==> config.mk <==
export PLATFORM = sky130hd
export DESIGN_NAME = lfsr_burst_arbiter
export DESIGN_NICKNAME = d
export VERILOG_FILES = /design/src/rtl/lfsr_burst_arbiter.sv
export SDC_FILE = /design/constraint.sdc
export NUM_CORES = 1
export LEC_CHECK = 0
export BUFFER_PORTS_ARGS = -buffer_cell sky130_fd_sc_hd__buf_2
export CORE_UTILIZATION = 48
export CTS_BUF_LIST = sky130_fd_sc_hd__clkbuf_16
export CTS_CLUSTER_DIAMETER = 30
export DETAILED_ROUTE_END_ITERATION = 12
export PLACE_DENSITY = 0.87
export SLEW_MARGIN = 0
export SYNTH_ARGS = -nofsm -noshare
export SYNTH_HDL_FRONTEND = slang
export SYNTH_SLANG_ARGS = --single-unit
==> constraint.sdc <==
create_clock -name clk -period 4.3 [get_ports clk]
set_input_delay 0.215 -clock clk [delete_from_list [all_inputs] [get_ports clk]]
set_output_delay 0.215 -clock clk [all_outputs]
set_load 0.01 [all_outputs]
==> src/rtl/lfsr_burst_arbiter.sv <==
// Round-robin owner of a shared 8-bit LFSR core: loads the winner's seed/taps, then streams req_len bytes.
// Optional: define LFSR_ABORT_EN to add the abort input and aborted output.
module lfsr_burst_arbiter #(
  parameter int NUM_REQ = 4,
  parameter int IDX_W   = 2
) (
  input  logic                 clk,
  input  logic                 rst,
  input  logic [NUM_REQ-1:0]   req,
  input  logic [NUM_REQ*8-1:0] req_seed,
  input  logic [NUM_REQ*8-1:0] req_taps,
  input  logic [NUM_REQ*8-1:0] req_len,
  output logic [NUM_REQ-1:0]   gnt,
  output logic [NUM_REQ-1:0]   done,
  output logic [7:0]           out_data,
  output logic                 out_valid,
  input  logic                 out_ready,
  output logic [IDX_W-1:0]     out_owner,
  output logic                 lfsr_load,
  output logic                 lfsr_enable,
  output logic [7:0]           lfsr_seed,
  output logic [7:0]           lfsr_taps,
  input  logic [7:0]           lfsr_in
`ifdef LFSR_ABORT_EN
  ,
  input  logic                 abort,
  output logic                 aborted
`endif
);

  typedef enum logic [1:0] {IDLE, LOAD, RUN, DONE} state_t;

  state_t           state;
  state_t           state_nxt;
  logic [IDX_W-1:0] rr_ptr;
  logic [IDX_W-1:0] owner;
  logic [7:0]       remaining;
  logic [7:0]       seed_q;
  logic [7:0]       taps_q;

  logic [7:0]       seed_arr [NUM_REQ];
  logic [7:0]       taps_arr [NUM_REQ];
  logic [7:0]       len_arr  [NUM_REQ];

  logic             pick_found;
  logic [IDX_W-1:0] pick_idx;
  logic [IDX_W-1:0] cand_idx;
  logic             hs;
  logic             last_hs;
  logic             abort_run;
  logic [NUM_REQ-1:0] owner_onehot;

  always_comb begin
    for (int i = 0; i < NUM_REQ; i++) begin
      seed_arr[i] = req_seed[i*8 +: 8];
      taps_arr[i] = req_taps[i*8 +: 8];
      len_arr[i]  = req_len[i*8 +: 8];
    end
  end

  // Round-robin scan: first set request at or after rr_ptr, wrapping at NUM_REQ.
  always_comb begin
    pick_found = 1'b0;
    pick_idx   = '0;
    cand_idx   = '0;
    for (int i = 0; i < NUM_REQ; i++) begin
      cand_idx = IDX_W'((int'(rr_ptr) + i) % NUM_REQ);
      if (!pick_found && req[cand_idx]) begin
        pick_found = 1'b1;
        pick_idx   = cand_idx;
      end
    end
  end

  assign hs      = out_valid & out_ready;
  assign last_hs = hs && (remaining == 8'd1);

`ifdef LFSR_ABORT_EN
  assign abort_run = (state == RUN) && abort;
`else
  assign abort_run = 1'b0;
`endif

  always_comb begin
    state_nxt = state;
    case (state)
      IDLE: if (pick_found) state_nxt = (len_arr[pick_idx] != 8'd0) ? LOAD : DONE;
      LOAD: state_nxt = RUN;
      RUN:  if (abort_run || last_hs) state_nxt = DONE;
      DONE: state_nxt = IDLE;
      default: state_nxt = IDLE;
    endcase
  end

  always_ff @(posedge clk) begin
    if (rst) begin
      state     <= IDLE;
      rr_ptr    <= '0;
      owner     <= '0;
      remaining <= '0;
    end else begin
      state <= state_nxt;
      case (state)
        IDLE: if (pick_found) begin
          owner     <= pick_idx;
          remaining <= len_arr[pick_idx];
        end
        RUN:  if (hs) remaining <= remaining - 8'd1;
        DONE: rr_ptr <= (owner == IDX_W'(NUM_REQ - 1)) ? '0 : owner + 1'b1;
        default: ;
      endcase
    end
  end

  // Seed and taps are pure data: captured at arbitration, gated on the outputs.
  always_ff @(posedge clk) begin
    if (state == IDLE && pick_found) begin
      seed_q <= seed_arr[pick_idx];
      taps_q <= taps_arr[pick_idx];
    end
  end

`ifdef LFSR_ABORT_EN
  logic aborted_q;
  // Remembers whether the RUN->DONE transition was an early exit.
  always_ff @(posedge clk) begin
    if (rst) aborted_q <= 1'b0;
    else     aborted_q <= abort_run && !last_hs;
  end
  assign aborted = (state == DONE) && aborted_q;
`endif

  assign owner_onehot = NUM_REQ'(1) << owner;
  assign gnt          = (state == LOAD || state == RUN) ? owner_onehot : '0;
  assign done         = (state == DONE) ? owner_onehot : '0;
  assign out_valid    = (state == RUN);
  assign out_data     = lfsr_in;
  assign out_owner    = owner;
  assign lfsr_load    = (state == LOAD);
  assign lfsr_enable  = hs;
  assign lfsr_seed    = (state == LOAD) ? seed_q : 8'd0;
  assign lfsr_taps    = (state == LOAD || state == RUN) ? taps_q : 8'd0;

endmodule

* Word level (Yosys, flattened, before mapping)
Index checks and enable logic that the tools add are counted.
** Cells by class
- Reduce and logical (&&, ||, !) cells :: 15
- Bitwise logic cells :: 2
- Equality and inequality tests :: 8
- Add/sub/neg operators :: 5
- Magnitude comparators :: 5
- Shifts and indexed selects :: 1
- Multiplexer cells :: 37
** Operator list (number)
- $mux W8 :: 10
- $bmux W8 S2 :: 3
- $mux W2 :: 8
- $pmux W8 S2 :: 1
- $lt A2 B3 Y1 const B :: 4
- $bmux W1 S2 :: 4
- $eq A8 B1 Y1 const B :: 1
- $mux W1 :: 8
- $mux W4 :: 2
- $pmux W2 S4 :: 1
- $reduce_bool A8 Y1 :: 1
- $sub A8 B1 Y8 const B :: 1
- $eq A2 B2 Y1 const B :: 3
- $logic_and A1 B1 Y1 :: 5
- $add A2 B1 Y2 const B :: 2
- $add A2 B2 Y2 const B :: 2
- $ne A2 B1 Y1 const B :: 2
- $reduce_and A2 Y1 :: 2
- $shl A1 B2 Y4 const A :: 1
- $ge A3 B3 Y1 const B :: 1
- $logic_not A1 Y1 :: 3
- $not A2 Y3 :: 1
- $reduce_and A3 Y1 :: 1
- $eq A2 B1 Y1 const B :: 1
- 5 further kinds :: 5
** Word-level totals
- Output and inout bits :: 37
- Word-level logic and storage cells :: 79
- Flip-flop bits (word level) :: 30
- Bits of input ports :: 111

* Depth between registers and ports, before layout
Gate-level depths: netlist of the first run.
- Word-level depth :: 20
- Gate-level depth with buffers :: 10

* Worst setup path before layout of the first run
OpenSTA, ideal clock, no wires.
- Path type :: flip-flop to flip-flop
- Start :: reg state[0]
- End :: reg remaining[6]
- Path slack :: 2213 ps
- Buffers on the path :: 2
- Period minus slack after synthesis :: 2087 ps
- Setup time :: 128 ps
- Cell stages (with the launch flop) :: 11
- Data arrival time :: 1960 ps
- Data required time :: 4172 ps
- Path through :: dfxtp_1 > inv_1 > ha_1 > clkbuf_1 > and2_1 > a21oi_1 > a21oi_1 > clkbuf_1 > nand2_1 > a22oi_1 > nor2_1
** On the way
- Longest elaborated chain between the ends :: 4
** RTL lines
- from (decl) :: line 33 : state_t state;
- from (signal assigned) :: line 102 : state <= state_nxt;
- $eq A2 B2 Y1 :: line 136 : assign out_valid = (state == RUN);
- via out_valid :: line 16 : output logic out_valid,
- $and A1 B1 Y1 :: line 75 : assign hs = out_valid & out_ready;
- via lfsr_enable :: line 20 : output logic lfsr_enable,
- $ne A2 B1 Y1 (no line)
- $reduce_and A3 Y1 (no line)
- to (signal assigned) :: line 106 : remaining <= len_arr[pick_idx];
- to (signal assigned) :: line 108 : RUN: if (hs) remaining <= remaining - 8'd1;
- to (decl) :: line 37 : logic [7:0] remaining;
The timed path passes the listed nets, and every way through them passes these cells.
A chain may end at the register's enable or synchronous reset.

* Worst setup path in the final report of the first run
- Start :: reg state[0]
- End :: reg remaining[2]
** On the way
- Longest elaborated chain between the ends :: 4
** RTL lines (line)
- $eq A2 B2 Y1 :: 103, 136
- $and A1 B1 Y1 :: 75
- $ne A2 B1 Y1 (no line)
- $reduce_and A3 Y1 (no line)
Parallel ways exist; a longest one is shown, timed or not.

==> impl_results.md, run 1 <==
- IO buf count: 131
- RSZ-0062 raised after global routing: no
- Minimum clock period: 2.694 ns
- Tcrit/Tclk final: 62.64%
- Ys Warns: 0
- Mapped cell area: 2490 um2
- M1 WL: 2790 um
- CP startpoint kind: register
- Row count: 25
- Starting DRT DRC Count: 132
- CTS clk-pin slew, worst paths: 0.05 ns
- Layout filler cell count: 384
- Leakage: 0.001519 uW
- FF+latch count, synth: 30
- Synth Net Count: 418
- Post-synthesis to final-layout area growth: 30.95%
- Worst Hold Class: input port to register
- DRT Pass-1 Iters: 4
- H-tree depth: 2
- Mapped Avg Cell Area: 8.412 um2
- CP Class: register to register
- Max incr delay on CP: 0.84 ns
- Inserted Clock Buffers: 5
- Final ANT Viol Nets: 0
- Crit path buf inv count: 2
- Post-layout util: 67.25%
- Worst EP arrival: 2.85 ns
- TritonCTS clock tree: yes
- Via Count: 2540
- Total Neg Setup Slack: 0 ns
- Post-DR vias/cell: 5.336
- Most frequent cells in the layout: 131 x buf_2, 46 x nand2_1, 36 x and2_1
- Power Density: 583.2 nW/um2
- Max Used Layer: met4
- Setup bufs post-CTS: 0
- Slew Viols, Final: 0
- Share of flip-flops with an asynchronous set or reset: 0%
- Worst VDD drop: 0.3317 mV
- Worst Tran Pin Value: 1.093 ns
- Cts repair resizes: 0
- CP cell instances: inv_1 > ha_1 > inv_1 > a21oi_1 > a21oi_1 > o21ai_0 > a22oi_1 > nor2_1
- Worst slew margin: 27.12%
- Gpl congestion: 0.8535
- Cell Count, Final, Fillers Out: 476
- Post-synth cell types: 43
- Die area: 5479 um2
- Residual DRC: 0
- Highest attainable clock frequency: 371.3 MHz
- Layout cells sized above 1: 37.65%
- Num ports: 148
- Sequential share of the synthesized area: 30.55%
- Initial antenna violation count: 0
- Main flop type after synthesis: edfxtp_1
- Number of flops mapped to enable cells by yosys: 16
- Maximum root-to-sink buffer count: 2
- Initial Util: 51.35%
- Placed Cells: 468
- Die Y: 74.02 um
- Worst-path fanout max: 18
- Clock tree root buffer cell: clkbuf_16
- First-pass GRT wire length: 10080 um
- GRT Total Usage: 24.10%
- Number of global-route vias before repair: 2208
- Largest net degree at the start of global routing: 50
- Routed len/inst: 14.03 um
- N_diodes: 0
- Placeable core area: 4848 um2
- Critical path endpoint category: register
- GRT overflow: 0
- Final hold slack: 0.2920 ns
- Clk_lat worst skew: 0.27 ns
- Final wirelength: 6677 um
- Hold Vio Cnt, Final: 0
- Status: completed
- Post-DP Area: 3072 um2
- Met3 wire length: 367 um
- Final Instance Area: 3261 um2
- Die W: 74.02 um
- Clock sinks: 30
- DR WL met2: 3428 um
- # hold bufs at CTS: 0
- Final number of setup-violating endpoints: 0
- Largest delay share family, worst path: compound AO/OA/AOI/OAI gates
- Post-synthesis cell count: 296
- Final setup skew: 0.004076 ns
- Nets: 530
- Commonest non-fill, non-tap cell in the layout: buf_2
- WP data required: 4.45 ns
- Max-Cap Viols: 0
- Critical Path Slowest Stage Cell: a21oi_1
- Post-DP HPWL: 5045 um
## cell usage after synthesis (3+ instances only)
cell | number | area share [%]
mux2i_1 | 19 | 7.6
inv_1 | 10 | 1.5
a22oi_1 | 5 | 1.5
nand2_1 | 46 | 6.9
nand2b_1 | 5 | 1.3
dfxtp_1 | 14 | 11
and2_0 | 5 | 1.3
clkbuf_1 | 13 | 2.0
a31oi_1 | 16 | 4.0
edfxtp_1 | 16 | 19
a21oi_1 | 9 | 1.8
buf_4 | 9 | 2.7
nor2_1 | 14 | 2.1
a211oi_1 | 20 | 6.0
mux2_1 | 3 | 1.4
mux2_2 | 6 | 2.7
ha_1 | 11 | 5.5
and2_1 | 36 | 9.0
o21ai_0 | 6 | 1.2
## per-layer routing
| layer | vias up | track usage (%) |
|---|---|---|
| met5 | - | 0 |
| met4 | 0 | 8.120 |
| met3 | 12 | 4.336 |
| met2 | 105 | 39.70 |
| met1 | 1153 | 31.90 |
| li1 | 1270 | - |
## path summary, 6_finish.rpt
kind                                                start                   endpoint  slack, ns  cells after the start
worst max-delay path                state[0]$_SDFFE_PP0P_  remaining[2]$_SDFFE_PP0P_       1.61                      8
worst min-delay path                                  rst  remaining[3]$_SDFFE_PP0P_       0.29                      2
worst max register to register      state[0]$_SDFFE_PP0P_  remaining[2]$_SDFFE_PP0P_       1.61                      8
worst min register to register  remaining[0]$_SDFFE_PP0P_  remaining[0]$_SDFFE_PP0P_       0.50                      2
## metrics by stage
stage	total power, uW	worst slack (ns)
after floorplan	1176	2.213
after global placement	1417	1.808
after detailed placement	1449	1.661
after CTS	1904	1.649
after global routing	2045	1.309
final	1901	1.606
## final cells by class
| class | count | area [um2] | share of cell area [%] |
|---|---|---|---|
| Multi-Input combinational cell | 228 | 1519 | 46.58 |
| Sequential cell | 30 | 760.7 | 23.33 |
| Timing Repair Buffer | 133 | 670.6 | 20.57 |
| Clock buffer | 5 | 125.1 | 3.837 |
| Tap cell | 67 | 83.83 | 2.571 |
| Clock inverter | 3 | 63.81 | 1.957 |
| Inverter | 10 | 37.54 | 1.151 |
## state kept, by name, indices dropped and copies added (netlist names)
name       count
remaining      8
seed_q         8
taps_q         8
out_owner      2
rr_ptr         2
state          2
## report_power, final
group | switching [uW] | internal [uW]
Clock | 119 | 329
Sequential | 75.6 | 467
Combinational | 536 | 375
Total | 731 | 1170
## cell families after synthesis
family | after synthesis | synth area share, %
multiplexers | 29 | 12.31
buffers and inverters | 38 | 8.442
adder cells (fa/ha/maj) | 11 | 5.528
flip-flops | 30 | 30.55
AND/OR/NAND/NOR | 120 | 24.07
AO/OA/AOI/OAI | 68 | 19.10
(Power assumes the default switching activity.)
==> inputs of run 2 (changes only) <==
- CORE_UTILIZATION: 48 -> 44
- PLACE_DENSITY: 0.87 -> 0.81
- clock period: 4.3 -> 2.75 ns (I/O delays scaled with it)
==> impl_results.md, run 2 (synthesis results as in run 1) <==
- Status: completed
- Clk_lat worst skew: 0.27 ns
- Worst slew margin: 56.57%
- Number of global-route vias before repair: 2375
- Setup bufs post-CTS: 0
- Commonest non-fill, non-tap cell in the layout: buf_2
- Register area: 760.7 um2
- Most frequent cells in the layout: 131 x buf_2, 46 x nand2_1, 36 x and2_1
- Inserted Clock Buffers: 5
- Post-place setup slack: 0.4154 ns
- Final wirelength: 7092 um
- Final setup skew: 0.004482 ns
- Final ANT Viol Nets: 0
- RSZ-0062 raised after global routing: no
- Total Neg Setup Slack: 0 ns
- Final hold slack: 0.2224 ns
- Tcrit/Tclk final: 89.21%
- Max-Cap Viols: 0
- IO buf count: 131
- Max incr delay on CP: 0.59 ns
- CP Class: register to register
- Die area: 5964 um2
- CTS clk-pin slew, worst paths: 0.05 ns
- Max Used Layer: met4
- Residual DRC: 0
- Worst Hold Class: input port to register
- Num ports: 148
- CP cell instances: inv_1 > a21oi_1 > o2bb2a_4 > mux2i_1 > mux2_2 > and4_1 > nand3_1 > a311oi_1
- N_diodes: 0
- Maximum root-to-sink buffer count: 2
- Minimum clock period: 2.453 ns
- Hold depth: 2
- Nets: 531
- DR WL met2: 3450 um
- TritonCTS clock tree: yes
- Final number of setup-violating endpoints: 0
- Slew Viols, Final: 0
- Starting DRT DRC Count: 210
- Critical R2R Launch: rr_ptr[0]$_SDFFE_PP0P_
- Worst-path fanout max: 49
- Initial antenna violation count: 0
- GRT overflow: 0
- Critical Path Slowest Stage Cell: o2bb2a_4
- Reg2reg path depth: 8
- Post-DP HPWL: 5440 um
- Highest attainable clock frequency: 407.6 MHz
- Met3 wire length: 557 um
- Layout filler cell count: 477
- Routed len/inst: 14.71 um
- Post-synthesis to final-layout area growth: 31.51%
- Die W: 77.23 um
- Initial Util: 45.50%
- Post-DP Area: 3085 um2
- WP data required: 2.92 ns
- Reg2reg setup slack: 0.30 ns
- Row count: 27
- M1 WL: 2923 um
- Leakage: 0.001524 uW
- Reg2reg end: state[1]$_SDFFE_PP0P_
- Largest regs: remaining: 8 flops, seed_q: 8 flops, taps_q: 8 flops
- Final WS setup: 0.2966 ns
- Die Y: 77.23 um
- # hold bufs at CTS: 0
- Clock tree root buffer cell: clkbuf_16
- Area of the multi-input gates: 1519 um2
- Hold EP: out_owner[1]$_SDFFE_PP0P_
- First-pass GRT wire length: 11050 um
- Power Density: 915.4 nW/um2
- GRT Total Usage: 23.33%
- Gpl congestion: 0.9026
- H-tree depth: 2
- Hold Crit Start: rst
- Via Count: 2604
- Worst Tran Pin Value: 0.6515 ns
- Final Instance Area: 3274 um2
- DRT Pass-1 Iters: 5
- Layout cells sized above 1: 37.80%
- Cts repair resizes: 0
- Post-DR vias/cell: 5.402
- Placeable core area: 5473 um2
- Critical path endpoint category: register
- CP startpoint kind: register
- Worst EP arrival: 2.62 ns
- Clock sinks: 30
- Worst VDD drop: 0.6002 mV
- Final Power: 2997 uW
- Hold Vio Cnt, Final: 0
- Largest net degree at the start of global routing: 50
## run 2: area by class of cell
| type | instances | share of cell area [%] |
|---|---|---|
| clock buffers | 5 | 3.821 |
| clock inverters | 3 | 1.949 |
| repair buffers | 134 | 20.71 |
| well taps | 72 | 2.751 |
| flip-flops and latches | 30 | 23.23 |
| multi-input cells | 228 | 46.39 |
| inverters | 10 | 1.146 |
## run 2: report_power, final
part	switching (uW)	internal (uW)	total (uW)
sequential	121	730	851
combinational	845	601	1450
clock	186	515	701
total	1150	1850	3000
## run 2: worst max-delay path: cells and delay by family, from the launching register on
kind	cells	cell delay (ns)
flops	1	0.37
simple gates	2	0.30
mux	2	0.51
buf+inv	1	0.08
compound gates	3	1.08
## run 2: worst max-delay path by stage
stage / to / start / cells past startpoint
after global placement: remaining[6]$_SDFFE_PP0P_ / state[0]$_SDFFE_PP0P_ / 7
after global routing: state[1]$_SDFFE_PP0P_ / rr_ptr[0]$_SDFFE_PP0P_ / 8
after CTS: state[1]$_SDFFE_PP0P_ / rr_ptr[0]$_SDFFE_PP0P_ / 8
after detailed placement: state[1]$_SDFFE_PP0P_ / rr_ptr[0]$_SDFFE_PP0P_ / 8
final: state[1]$_SDFFE_PP0P_ / rr_ptr[0]$_SDFFE_PP0P_ / 8
after floorplan: remaining[6]$_SDFFE_PP0P_ / state[0]$_SDFFE_PP0P_ / 10
## run 2: per-layer routing
| metal | global-route usage (%) | vias to the layer above |
|---|---|---|
| li1 | - | 1274 |
| met1 | 27.73 | 1186 |
| met2 | 39.91 | 124 |
| met3 | 5.714 | 20 |
| met4 | 9.434 | 0 |
| met5 | 0 | - |
## run 2: metrics by stage
stage | cells | util, %
6_report | 482 | 59.83
5_1_grt | 482 | 59.83
4_1_cts | 482 | 59.83
3_5_place_dp | 474 | 56.38
3_3_place_gp | 474 | 56.38
2_1_floorplan | 296 | -
